--- config.mk ---
export PLATFORM = sky130hd
export DESIGN_NAME = fp_arith_unit_flat
export DESIGN_NICKNAME = d
export VERILOG_FILES = /design/src/rtl/fp_pkg.sv /design/src/rtl/fp_arith_unit_if.sv /design/src/rtl/fp_normalize_round.sv /design/src/rtl/fp_arith_unit.sv /design/src/flat_wrapper.sv
export SDC_FILE = /design/constraint.sdc
export NUM_CORES = 2
export LEC_CHECK = 0
export CAP_MARGIN = 30
export CORE_MARGIN = 2
export CORE_UTILIZATION = 55
export CTS_BUF_LIST = sky130_fd_sc_hd__clkbuf_4
export CTS_CLUSTER_SIZE = 24
export DETAILED_ROUTE_END_ITERATION = 10
export PLACE_DENSITY = 0.75
export SLEW_MARGIN = 20
export SYNTH_ARGS = -nofsm -noshare
export SYNTH_HDL_FRONTEND = slang
export SYNTH_SLANG_ARGS = --single-unit
--- constraint.sdc ---
create_clock -name clk -period 8.45 [get_ports clk]
set_clock_uncertainty 0.15 [all_clocks]
set_input_delay 1.2675 -clock clk [delete_from_list [all_inputs] [get_ports clk]]
set_output_delay 1.2675 -clock clk [all_outputs]
set_load 0.05 [all_outputs]
--- src/rtl/fp_pkg.sv ---
// Shared encodings and helpers for the parametrised floating-point arithmetic unit.
package fp_pkg;

    typedef enum logic [1:0] {
        OP_ADD = 2'd0,
        OP_SUB = 2'd1,
        OP_MUL = 2'd2,
        OP_RSV = 2'd3
    } fp_op_e;

    typedef enum logic [2:0] {
        S_IDLE   = 3'd0,
        S_UNPACK = 3'd1,
        S_EXEC   = 3'd2,
        S_NORM   = 3'd3,
        S_DONE   = 3'd4
    } fp_state_e;

    localparam int FLAG_UNF = 0;
    localparam int FLAG_OVF = 1;
    localparam int FLAG_INV = 2;
    localparam int FLAG_W   = 3;

    function automatic int fp_bias(input int exp_w);
        return (1 << (exp_w - 1)) - 1;
    endfunction

    // Canonical quiet NaN, right-aligned in 64 bits; callers truncate to their word width.
    function automatic logic [63:0] fp_qnan(input int exp_w, input int man_w);
        return (((64'd1 << exp_w) - 64'd1) << man_w) | (64'd1 << (man_w - 1));
    endfunction

endpackage

--- src/rtl/fp_arith_unit_if.sv ---
// Operand/result handshake bundle between the register file, the FP unit and writeback.
interface fp_arith_unit_if #(
    parameter int W = 32
);
    logic         in_valid;
    logic         in_ready;
    logic [1:0]   op;
    logic [W-1:0] a;
    logic [W-1:0] b;
    logic         out_valid;
    logic         out_ready;
    logic [W-1:0] result;
    logic [2:0]   flags;

    modport master (
        output in_valid, op, a, b, out_ready,
        input  in_ready, out_valid, result, flags
    );

    modport slave (
        input  in_valid, op, a, b, out_ready,
        output in_ready, out_valid, result, flags
    );
endinterface

--- src/rtl/fp_normalize_round.sv ---
// Combinational normalise + round-to-nearest-even + overflow/underflow packing.
// man_i carries two integer bits at the top: value = man_i * 2^(exp_i - bias - (NW-2)).
module fp_normalize_round #(
    parameter int EXP_W = 8,
    parameter int MAN_W = 23,
    localparam int W  = EXP_W + MAN_W + 1,
    localparam int NW = 2 * (MAN_W + 1),
    localparam int EW = EXP_W + 3
) (
    input  logic                 sign_i,
    input  logic signed [EW-1:0] exp_i,
    input  logic [NW-1:0]        man_i,
    output logic [W-1:0]         result_o,
    output logic                 ovf_o,
    output logic                 unf_o
);
    localparam logic signed [EW-1:0] EMAX = EW'((1 << EXP_W) - 1);

    logic [EW-1:0]        lz;
    logic [NW-1:0]        shifted;
    logic signed [EW-1:0] e_n, e_f;
    logic [MAN_W-1:0]     frac;
    logic                 g, r, s, rup, carry;
    logic [MAN_W:0]       rnd;

    always_comb begin
        lz = '0;
        for (int i = 0; i < NW; i++) begin
            if (man_i[i]) lz = EW'(NW - 1 - i);
        end
    end

    always_comb begin
        shifted = man_i << lz;
        e_n     = exp_i - $signed(lz) + $signed(EW'(1));
        frac    = shifted[NW-2 -: MAN_W];
        g       = shifted[NW-2-MAN_W];
        r       = shifted[NW-3-MAN_W];
        s       = |shifted[NW-4-MAN_W:0];
        rup     = g & (r | s | frac[0]);
        rnd     = {1'b0, frac} + {{MAN_W{1'b0}}, rup};
        carry   = rnd[MAN_W];
        // A rounding carry leaves the fraction at zero and bumps the exponent.
        e_f     = e_n + $signed({{(EW-1){1'b0}}, carry});

        result_o = {sign_i, e_f[EXP_W-1:0], rnd[MAN_W-1:0]};
        ovf_o    = 1'b0;
        unf_o    = 1'b0;
        if (!shifted[NW-1]) begin
            result_o = '0;
        end else if (e_n[EW-1] || e_n == '0) begin
            result_o = {sign_i, {(W-1){1'b0}}};
            unf_o    = 1'b1;
        end else if (e_f >= EMAX) begin
            result_o = {sign_i, {EXP_W{1'b1}}, {MAN_W{1'b0}}};
            ovf_o    = 1'b1;
        end
    end
endmodule

--- src/rtl/fp_arith_unit.sv ---
// Multi-cycle FP add/sub/mul: IDLE -> UNPACK -> EXEC -> NORM -> DONE, one op in flight.
module fp_arith_unit
    import fp_pkg::*;
#(
    parameter int EXP_W = 8,
    parameter int MAN_W = 23,
    localparam int W = EXP_W + MAN_W + 1
) (
    input  logic           clk,
    input  logic           rst,
    fp_arith_unit_if.slave bus
);
    localparam int M    = MAN_W + 1;
    localparam int XW   = M + 3;
    localparam int NW   = 2 * M;
    localparam int EW   = EXP_W + 3;
    localparam int BIAS = fp_bias(EXP_W);
    localparam logic [W-1:0] QNAN = W'(fp_qnan(EXP_W, MAN_W));

    fp_state_e         state_q, state_d;
    logic [W-1:0]      result_q, result_d;
    logic [FLAG_W-1:0] flags_q, flags_d;
    logic              in_ready_d, out_valid_d, accept;

    fp_op_e            op_q;
    logic [W-1:0]      a_q, b_q;

    logic [EXP_W-1:0]  ea_d, eb_d, ea_q, eb_q;
    logic [MAN_W-1:0]  fa_d, fb_d;
    logic [M-1:0]      ma_q, mb_q;
    logic              sa_q, sb_q, sb_d, mul_q;
    logic              za_q, zb_q, ia_q, ib_q, na_q, nb_q;

    logic                 n_sign_d, n_sign_q;
    logic signed [EW-1:0] n_exp_d, n_exp_q;
    logic [NW-1:0]        n_man_d, n_man_q;
    logic                 spec_d, spec_q, spec_inv_d, spec_inv_q;
    logic [W-1:0]         spec_res_d, spec_res_q;

    logic                 swap, sL, sS, eff_sub;
    logic [EXP_W-1:0]     eL, eS, diff;
    logic [M-1:0]         mL, mS;
    logic [XW-1:0]        extL, extS, alS;
    logic [XW:0]          sum;
    logic [NW-1:0]        prod;

    logic [W-1:0]         nr_res;
    logic                 nr_ovf, nr_unf;

    always_ff @(posedge clk) begin
        if (rst) begin
            state_q  <= S_IDLE;
            result_q <= '0;
            flags_q  <= '0;
        end else begin
            state_q <= state_d;
            if (state_q == S_NORM) begin
                result_q <= result_d;
                flags_q  <= flags_d;
            end
        end
    end

    always_comb begin
        state_d     = state_q;
        in_ready_d  = 1'b0;
        out_valid_d = 1'b0;
        case (state_q)
            S_IDLE: begin
                in_ready_d = 1'b1;
                if (bus.in_valid) state_d = S_UNPACK;
            end
            S_UNPACK: state_d = S_EXEC;
            S_EXEC:   state_d = S_NORM;
            S_NORM:   state_d = S_DONE;
            S_DONE: begin
                out_valid_d = 1'b1;
                if (bus.out_ready) state_d = S_IDLE;
            end
            default:  state_d = S_IDLE;
        endcase
    end

    assign accept        = bus.in_valid && (state_q == S_IDLE);
    assign bus.in_ready  = in_ready_d;
    assign bus.out_valid = out_valid_d;
    assign bus.result    = result_q;
    assign bus.flags     = flags_q;

    always_comb begin
        ea_d = a_q[W-2:MAN_W];
        eb_d = b_q[W-2:MAN_W];
        fa_d = a_q[MAN_W-1:0];
        fb_d = b_q[MAN_W-1:0];
        sb_d = b_q[W-1] ^ (op_q == OP_SUB);
    end

    // Alignment and mantissa arithmetic; special operands override below.
    always_comb begin
        swap    = {ea_q, ma_q} < {eb_q, mb_q};
        eL      = swap ? eb_q : ea_q;
        eS      = swap ? ea_q : eb_q;
        mL      = swap ? mb_q : ma_q;
        mS      = swap ? ma_q : mb_q;
        sL      = swap ? sb_q : sa_q;
        sS      = swap ? sa_q : sb_q;
        eff_sub = sL ^ sS;
        diff    = eL - eS;
        extL    = {mL, 3'b000};
        extS    = {mS, 3'b000};
        if ({{(32-EXP_W){1'b0}}, diff} > 32'(MAN_W + 3))
            alS = {{(XW-1){1'b0}}, |mS};
        else
            alS = (extS >> diff) | {{(XW-1){1'b0}}, |(extS & ~({XW{1'b1}} << diff))};
        sum  = eff_sub ? ({1'b0, extL} - {1'b0, alS}) : ({1'b0, extL} + {1'b0, alS});
        prod = NW'(ma_q) * NW'(mb_q);

        if (mul_q) begin
            n_sign_d = sa_q ^ sb_q;
            n_exp_d  = $signed({{(EW-EXP_W){1'b0}}, ea_q}) + $signed({{(EW-EXP_W){1'b0}}, eb_q})
                     - $signed(EW'(BIAS));
            n_man_d  = prod;
        end else begin
            n_sign_d = sL;
            n_exp_d  = $signed({{(EW-EXP_W){1'b0}}, eL});
            n_man_d  = {sum, {(NW-XW-1){1'b0}}};
        end

        spec_d     = 1'b1;
        spec_inv_d = 1'b0;
        spec_res_d = QNAN;
        if (na_q || nb_q) begin
            spec_inv_d = 1'b1;
        end else if (mul_q) begin
            if ((ia_q && zb_q) || (ib_q && za_q)) spec_inv_d = 1'b1;
            else if (ia_q || ib_q) spec_res_d = {sa_q ^ sb_q, {EXP_W{1'b1}}, {MAN_W{1'b0}}};
            else if (za_q || zb_q) spec_res_d = {sa_q ^ sb_q, {(W-1){1'b0}}};
            else spec_d = 1'b0;
        end else begin
            if (ia_q && ib_q && (sa_q != sb_q)) spec_inv_d = 1'b1;
            else if (ia_q) spec_res_d = {sa_q, {EXP_W{1'b1}}, {MAN_W{1'b0}}};
            else if (ib_q) spec_res_d = {sb_q, {EXP_W{1'b1}}, {MAN_W{1'b0}}};
            else if (za_q && zb_q) spec_res_d = {sa_q & sb_q, {(W-1){1'b0}}};
            else spec_d = 1'b0;
        end
    end

    always_ff @(posedge clk) begin
        if (accept) begin
            op_q <= fp_op_e'(bus.op);
            a_q  <= bus.a;
            b_q  <= bus.b;
        end
        if (state_q == S_UNPACK) begin
            sa_q  <= a_q[W-1];
            sb_q  <= sb_d;
            ea_q  <= ea_d;
            eb_q  <= eb_d;
            ma_q  <= (ea_d == '0) ? '0 : {1'b1, fa_d};
            mb_q  <= (eb_d == '0) ? '0 : {1'b1, fb_d};
            za_q  <= (ea_d == '0);
            zb_q  <= (eb_d == '0);
            ia_q  <= (&ea_d) && (fa_d == '0);
            ib_q  <= (&eb_d) && (fb_d == '0);
            na_q  <= (&ea_d) && (|fa_d);
            nb_q  <= (&eb_d) && (|fb_d);
            mul_q <= (op_q == OP_MUL);
        end
        if (state_q == S_EXEC) begin
            n_sign_q   <= n_sign_d;
            n_exp_q    <= n_exp_d;
            n_man_q    <= n_man_d;
            spec_q     <= spec_d;
            spec_inv_q <= spec_inv_d;
            spec_res_q <= spec_res_d;
        end
    end

    fp_normalize_round #(
        .EXP_W (EXP_W),
        .MAN_W (MAN_W)
    ) u_norm (
        .sign_i   (n_sign_q),
        .exp_i    (n_exp_q),
        .man_i    (n_man_q),
        .result_o (nr_res),
        .ovf_o    (nr_ovf),
        .unf_o    (nr_unf)
    );

    always_comb begin
        flags_d = '0;
        if (spec_q) begin
            result_d          = spec_res_q;
            flags_d[FLAG_INV] = spec_inv_q;
        end else begin
            result_d          = nr_res;
            flags_d[FLAG_OVF] = nr_ovf;
            flags_d[FLAG_UNF] = nr_unf;
        end
    end
endmodule

--- src/flat_wrapper.sv ---
// flat-port wrapper written by rule: the top's interface ports become plain ports
module fp_arith_unit_flat import fp_pkg::*;
#(
    parameter int EXP_W = 8,
    parameter int MAN_W = 23,
    localparam int W = EXP_W + MAN_W + 1
)
  (clk, rst, bus_in_valid, bus_op, bus_a, bus_b, bus_out_ready, bus_in_ready, bus_out_valid, bus_result, bus_flags);
  fp_arith_unit_if #(.W(32)) bus_i ();
  input  logic clk;
  input  logic rst;
  input wire logic [$bits(bus_i.in_valid)-1:0] bus_in_valid;
  input wire logic [$bits(bus_i.op)-1:0] bus_op;
  input wire logic [$bits(bus_i.a)-1:0] bus_a;
  input wire logic [$bits(bus_i.b)-1:0] bus_b;
  input wire logic [$bits(bus_i.out_ready)-1:0] bus_out_ready;
  output wire logic [$bits(bus_i.in_ready)-1:0] bus_in_ready;
  output wire logic [$bits(bus_i.out_valid)-1:0] bus_out_valid;
  output wire logic [$bits(bus_i.result)-1:0] bus_result;
  output wire logic [$bits(bus_i.flags)-1:0] bus_flags;
  assign bus_i.in_valid = bus_in_valid;
  assign bus_i.op = bus_op;
  assign bus_i.a = bus_a;
  assign bus_i.b = bus_b;
  assign bus_i.out_ready = bus_out_ready;
  assign bus_in_ready = bus_i.in_ready;
  assign bus_out_valid = bus_i.out_valid;
  assign bus_result = bus_i.result;
  assign bus_flags = bus_i.flags;
  fp_arith_unit #(.EXP_W(EXP_W), .MAN_W(MAN_W)) u_core (.clk(clk), .rst(rst), .bus(bus_i));
endmodule
# [Yosys cells after proc, flatten, opt, wreduce, memory -nomap -nowiden]
# Index checks and enable logic that the tools add are counted.
[totals] reg_bits=271 in_bits=70 word_cells=189
[classes] addsub=9 mul=1 order_cmp=3 n_eq_ne=9 n_shift=3 muxes=96 bitwise_logic=10 n_reduce_logical=29
[ops] operator="$mux W11" n=47
[ops] operator="$mux W32" n=10
[ops] operator="$mux W24" n=4
[ops] operator="$mux W31" n=2
[ops] operator="$mul A24 B24 Y48" n=1
[ops] operator="$mux W48" n=1
[ops] operator="$shl A48 B11 Y48" n=1
[ops] operator="$logic_not A23 Y1" n=2
[ops] operator="$reduce_or A23 Y1" n=2
[ops] operator="$lt A32 B32 Y1" n=1
[ops] operator="$add A27 B27 Y28" n=1
[ops] operator="$mux W28" n=1
[ops] operator="$sub A27 B27 Y28" n=1
[ops] operator="$and A27 B27 Y27" n=1
[ops] operator="$mux W27" n=1
[ops] operator="$not A27 Y27" n=1
[ops] operator="$or A27 B1 Y27" n=1
[ops] operator="$reduce_or A27 Y1" n=1
[ops] operator="$shl A27 B8 Y27 const A" n=1
[ops] operator="$shr A27 B8 Y27" n=1
[ops] operator="$add A23 B1 Y24" n=1
[ops] operator="$mux W8" n=3
[ops] operator="$reduce_or A24 Y1" n=1
[ops] operator="$mux W1" n=22
[ops] operator="other kinds (30)" n=52

# [Logic depth before layout (Yosys ltp)]
[depth] ltp_word=60 ltp_mapped=46

# [Modules after synthesis]
# Synthesis repeated with hierarchy kept, for this count alone.
[hier_totals] cells_unflattened=4660 area_unflattened_um2=40277.4
[by_module_without_submodules] mod="fp_arith_unit" instances=1 cells_per_inst=3735 area_each_um2=34179.0 seq_area_each_um2=6856.6
[by_module_without_submodules] mod="fp_normalize_round" instances=1 cells_per_inst=925 area_each_um2=6098.3 seq_area_each_um2=0.0

# [Least setup slack after synthesis]
# OpenSTA, ideal clock, no wires.
[synth_timing] path_type="flip-flop to flip-flop" start="reg u_core.mb_q[9]" end="reg u_core.n_man_q[45] (data pin)" setup_time_ns=0.266 t_arrival_ns=8.379 path_slack_ns=-0.345 path_stages_with_launch=47 path_buffers=9 period_less_slack_ns=8.795 cell_sequence="edfxtp_1 clkbuf_1 inv_1 ha_1 a211oi_1 o21a_1 o21ai_0 a311o_1 a21oi_1 buf_2 buf_2 buf_2 buf_2 buf_2 mux2i_1 ha_1 a211oi_4 xnor2_2 [11 not listed] nor2b_1 o21a_1 o21bai_1 a21oi_1 o21bai_1 a21oi_1 o21bai_1 a21oi_1 o21ai_0 a21oi_1 o21ai_0 a31o_2 o211a_1 o21bai_1 a211oi_1 a211o_1 xnor2_1 o21ai_0"
[synth_between] elab_chain_cells=12 elab_cells_between_ends=23 cone_classes="3 x add/sub; 1 x mul; 2 x order compare; 2 x shift; 9 x mux; 4 x bitwise; 2 x reduce/logical"
[synth_rtl] item="from (decl)" line="fp_arith_unit.sv:30" rtl="logic [M-1:0] ma_q, mb_q;"
[synth_rtl] item="from (signal assigned)" line="fp_arith_unit.sv:160" rtl="mb_q <= (eb_d == '0) ? '0 : {1'b1, fb_d};"
[synth_rtl] item="$lt A32 B32 Y1" line="fp_arith_unit.sv:100" rtl="swap = {ea_q, ma_q} < {eb_q, mb_q};"
[synth_rtl] item="$mux W8 (on tied branches)" line="fp_arith_unit.sv:101, fp_arith_unit.sv:102"
[synth_rtl] item="$sub A8 B8 Y8" line="fp_arith_unit.sv:108" rtl="diff = eL - eS;"
[synth_rtl] item="$shl A27 B8 Y27" line="fp_arith_unit.sv:114" rtl="alS = (extS >> diff) | {{(XW-1){1'b0}}, |(extS & ~({XW{1'b1}} << diff))};"
[synth_rtl] item="$not A27 Y27" line="fp_arith_unit.sv:114"
[synth_rtl] item="$and A27 B27 Y27" line="fp_arith_unit.sv:114"
[synth_rtl] item="$reduce_or A27 Y1" line="fp_arith_unit.sv:114"
[synth_rtl] item="$or A27 B1 Y27" line="fp_arith_unit.sv:114"
[synth_rtl] item="$mux W27" line="fp_arith_unit.sv:111" rtl="if ({{(32-EXP_W){1'b0}}, diff} > 32'(MAN_W + 3))"
[synth_rtl] item="$add A27 B27 Y28 / $sub A27 B27 Y28 (equally long branches)" line="fp_arith_unit.sv:115" rtl="sum = eff_sub ? ({1'b0, extL} - {1'b0, alS}) : ({1'b0, extL} + {1'b0, alS});"
[synth_rtl] item="$mux W28" line="fp_arith_unit.sv:115"
[synth_rtl] item="$mux W48 (*)" line="fp_arith_unit.sv:118" rtl="if (mul_q) begin"
[synth_rtl] item="net u_core.n_man_d[45]" line="fp_arith_unit.sv:36" rtl="logic [NW-1:0] n_man_d, n_man_q;"
[synth_rtl] item="to (signal assigned)" line="fp_arith_unit.sv:172" rtl="n_man_q <= n_man_d;"
[synth_rtl] item="to (decl)" line="fp_arith_unit.sv:36"
# The timed path passes the listed nets; every way through them passes the cells marked *.
# A chain may end at the register's enable or synchronous reset.

# [Worst setup path after layout]
[layout_timing] start="reg u_core.mb_q[16]" end="reg u_core.n_man_q[46] (data pin)"
# The elaborated chain is that of the path after synthesis.

==> summary.txt <==
Layout
  • Synthesis-to-layout area growth: 11.9%
  • Fin cells: 5577
  • Filler cell count: 5958
  • Multi-input gate area: 28300 um2
  • Share of layout cells above drive strength 1: 0.106
  • Reg area: 6860 um2
  • Final net count: 5459

Timing
  • Part of the cycle the worst path needs: 0.971
  • Final setup vio count: 0
  • Slew @ Worst Pin: 0.955 ns
  • Fin. max-slew vios: 0
  • Total negative slack: 0 ns
  • Crit path time final: 8.21 ns
  • Hold Vio Cnt, Final: 0
  • FMAX: 122 MHz
  • RSZ-0062 raised after global routing: yes
  • Rel. slew slack: 0.364

Setup path
  • CP Class: flip-flop to flip-flop
  • Largest stage delay, worst path: 0.62 ns
  • Slowest cell on crit path: edfxtp_1
  • Crit. End Element: flip-flop
  • Worst reg-to-reg setup slack: 0.24 ns
  • Critical path peak fanout: 13
  • Arrival @ worst endpoint: 8.57 ns
  • CP Data Required Time: 8.81 ns
  • Most Frequent Cell on Critical Path: fa_1
  • Startpoint Class: flip-flop

Floorplanning
  • Chip Width: 269 um
  • Die height: 269 um
  • Initial core utilization: 0.553
  • Placeable Area: 69800 um2
  • Overall die area: 72300 um2
  • # rows: 97
  • Ports: 107

Synthesis
  • Number of enable flip-flop cells after synthesis: 203
  • Top cell type by total area after synthesis: fa_1
  • Synth area leaders: fa_1, edfxtp_1, ha_1
  • Ys async rst share: 0
  • Synth Instances: 4397
  • Avg Cell Area, Syn: 8.78 um2
  • Syn Nets: 5264
  • Most frequent cell after synthesis: inv_1
  • #FFs+latches synth: 241
  • Synth top cells by count: inv_1, nand2_1, fa_1, ha_1, and2_1
  • Sequential share of the synthesized area: 0.178
  • Yosys top cell area share: 0.252
  • Mapped Area: 38600 um2
  • Yosys warns: 0
  • Synth unique cells: 99
  • Primary FF master, synth: edfxtp_1

Drt
  • DR WL/cell: 21.2 um
  • Iter 0 DRT Violations: 3129
  • Vias/cell: 5.94
  • Via count: 33100
  • DRT Pass-1 Iters: 6
  • Routed wire length: 118000 um
  • Antenna Violating Nets Remaining: 0
  • Post-route DRC: 0

CTS
  • Worst-path clk slew: 0.07 ns
  • Max clock buf depth: 3
  • Clock root buffer: clkbuf_4
  • H-tree depth: 3
  • TritonCTS clock tree: yes
  • Worst-Skew Late Latency: 0.85 ns
  • Total CTS buffers: 68
  • Num Clock Sinks: 241

Place
  • Post-DP HPWL: 96100 um
  • PortBufs: 106
  • Placed cell count: 5450
  • RePlAce Congestion: 0.987

GRT
  • Total global-route track usage: 0.332
  • First-pass GRT wire length: 185000 um
  • Vias in the first global route: 33300
  • GRT overflow: 0
  • Pin count of the biggest net entering global routing: 67
  • Initial antenna violation count: 5

Outcome
  • Status: complete, no violations

Run
  • Max-cap violations: 0

Min path
  • Hold Crit Class: flip-flop to flip-flop
[placed cells by master (no fill, tap or decap), types with 17 or more instances in the layout]
master / Yosys / routed
a211oi_1: 25 / 24
a21o_1: 26 / 25
a21oi_1: 195 / 192
a22oi_1: 18 / 18
a31oi_1: 33 / 32
and2_1: 287 / 287
and3_1: 17 / 17
buf_12: 0 / 22
buf_4: 0 / 262
clkbuf_4: 0 / 86
clkdlybuf4s50_1: 0 / 106
dfxtp_1: 38 / 38
edfxtp_1: 203 / 203
fa_1: 485 / 485
ha_1: 312 / 311
inv_1: 651 / 651
mux2_2: 33 / 33
mux2i_1: 144 / 144
nand2_1: 567 / 567
nand2b_1: 25 / 25
nand3_1: 76 / 76
nand4_1: 25 / 25
nor2_1: 206 / 205
nor2b_1: 24 / 24
nor3_1: 54 / 53
nor4_1: 38 / 37
o211ai_1: 45 / 45
o21ai_0: 162 / 156
o21bai_1: 30 / 30
o22ai_1: 17 / 17
or3_1: 30 / 30
xnor2_1: 69 / 68
xor2_1: 36 / 36
[what timing repair did]
action,CTS,global route
resized for setup,2,21
setup buffers,2,8
setup endpoints to repair,1,11
hold buffers,0,0
pin swaps,0,2
[layout make-up]
class,count,share of cell area
antenna,5,0.000290
sequential,241,0.159
tap,940,0.0272
multi-input combinational,3228,0.655
inverter,656,0.0571
timing repair buffer,397,0.0819
clock buffer,86,0.0149
clock inverter,24,0.00437
[cells by family (layout without fill, tap and decap cells)]
| family | Yosys count | after routing | share of synthesized area |
|---|---|---|---|
| other | 0 | 5 | 0 |
| buffers and inverters | 928 | 1163 | 0.0916 |
| adders and majority gates | 799 | 799 | 0.353 |
| muxes | 189 | 189 | 0.0540 |
| AOI/OAI and AO/OA | 740 | 740 | 0.126 |
| DFF | 241 | 241 | 0.178 |
| xor gates and xnor gates | 106 | 106 | 0.0242 |
| and+or+nand+nor | 1394 | 1394 | 0.174 |
[final timing paths]
kind	startpoint	to	depth (start not counted)
min	u_core.a_q[31]	u_core.sa_q	0
max reg2reg	u_core.mb_q[16]	u_core.n_man_q[46]	29
min reg2reg	u_core.a_q[31]	u_core.sa_q	0
max	u_core.mb_q[16]	u_core.n_man_q[46]	29
[flip-flops by register name (all words and copies together) (netlist names), 2 cells and up]
name,count
u_core.bus.result,32
u_core.bus.flags,3
u_core.mb_q,24
u_core.op_q,2
u_core.ma_q,24
u_core.a_q,32
u_core.b_q,32
u_core.spec_res_q,3
u_core.n_exp_q,10
u_core.ea_q,8
u_core.n_man_q,48
u_core.eb_q,8
u_core.state_q,3
[critical path, delay by kind of cell, from the launching register on]
family	cells	cell delay, ns
adder cells (fa/ha/maj)	8	3.76
AO/OA/AOI/OAI	10	1.92
AND/OR/NAND/NOR	5	0.66
flip-flops	1	0.62
buffers and inverters	4	0.49
XOR/XNOR	1	0.18
multiplexers	1	0.09
[through the flow]
stage / utilization / cell area [um2] / hold slack (ns) / setup WS, ns
6_report: 0.619 / 43200 / 0.276 / 0.242
5_1_grt: 0.619 / 43200 / 0.290 / -0.132
4_1_cts: 0.617 / 43100 / 0.282 / 0.00200
3_5_place_dp: 0.605 / 42200 / 0.259 / -0.119
3_3_place_gp: 0.604 / 42200 / 0.272 / 0.0115
2_1_floorplan: - / 38600 / 0.250 / 0.0389
[layer usage]
layer / GRT usage / vias up / part of all wire
li1: - / 15000 / -
met1: 0.434 / 16200 / 0.40
met2: 0.539 / 1629 / 0.46
met3: 0.0517 / 367 / 0.085
met4: 0.163 / 2 / 0.056
met5: 0 / - / 0.00010
Power is not shown: default switching activity piles up to over one toggle a cycle in this logic, so the estimate is an artifact.
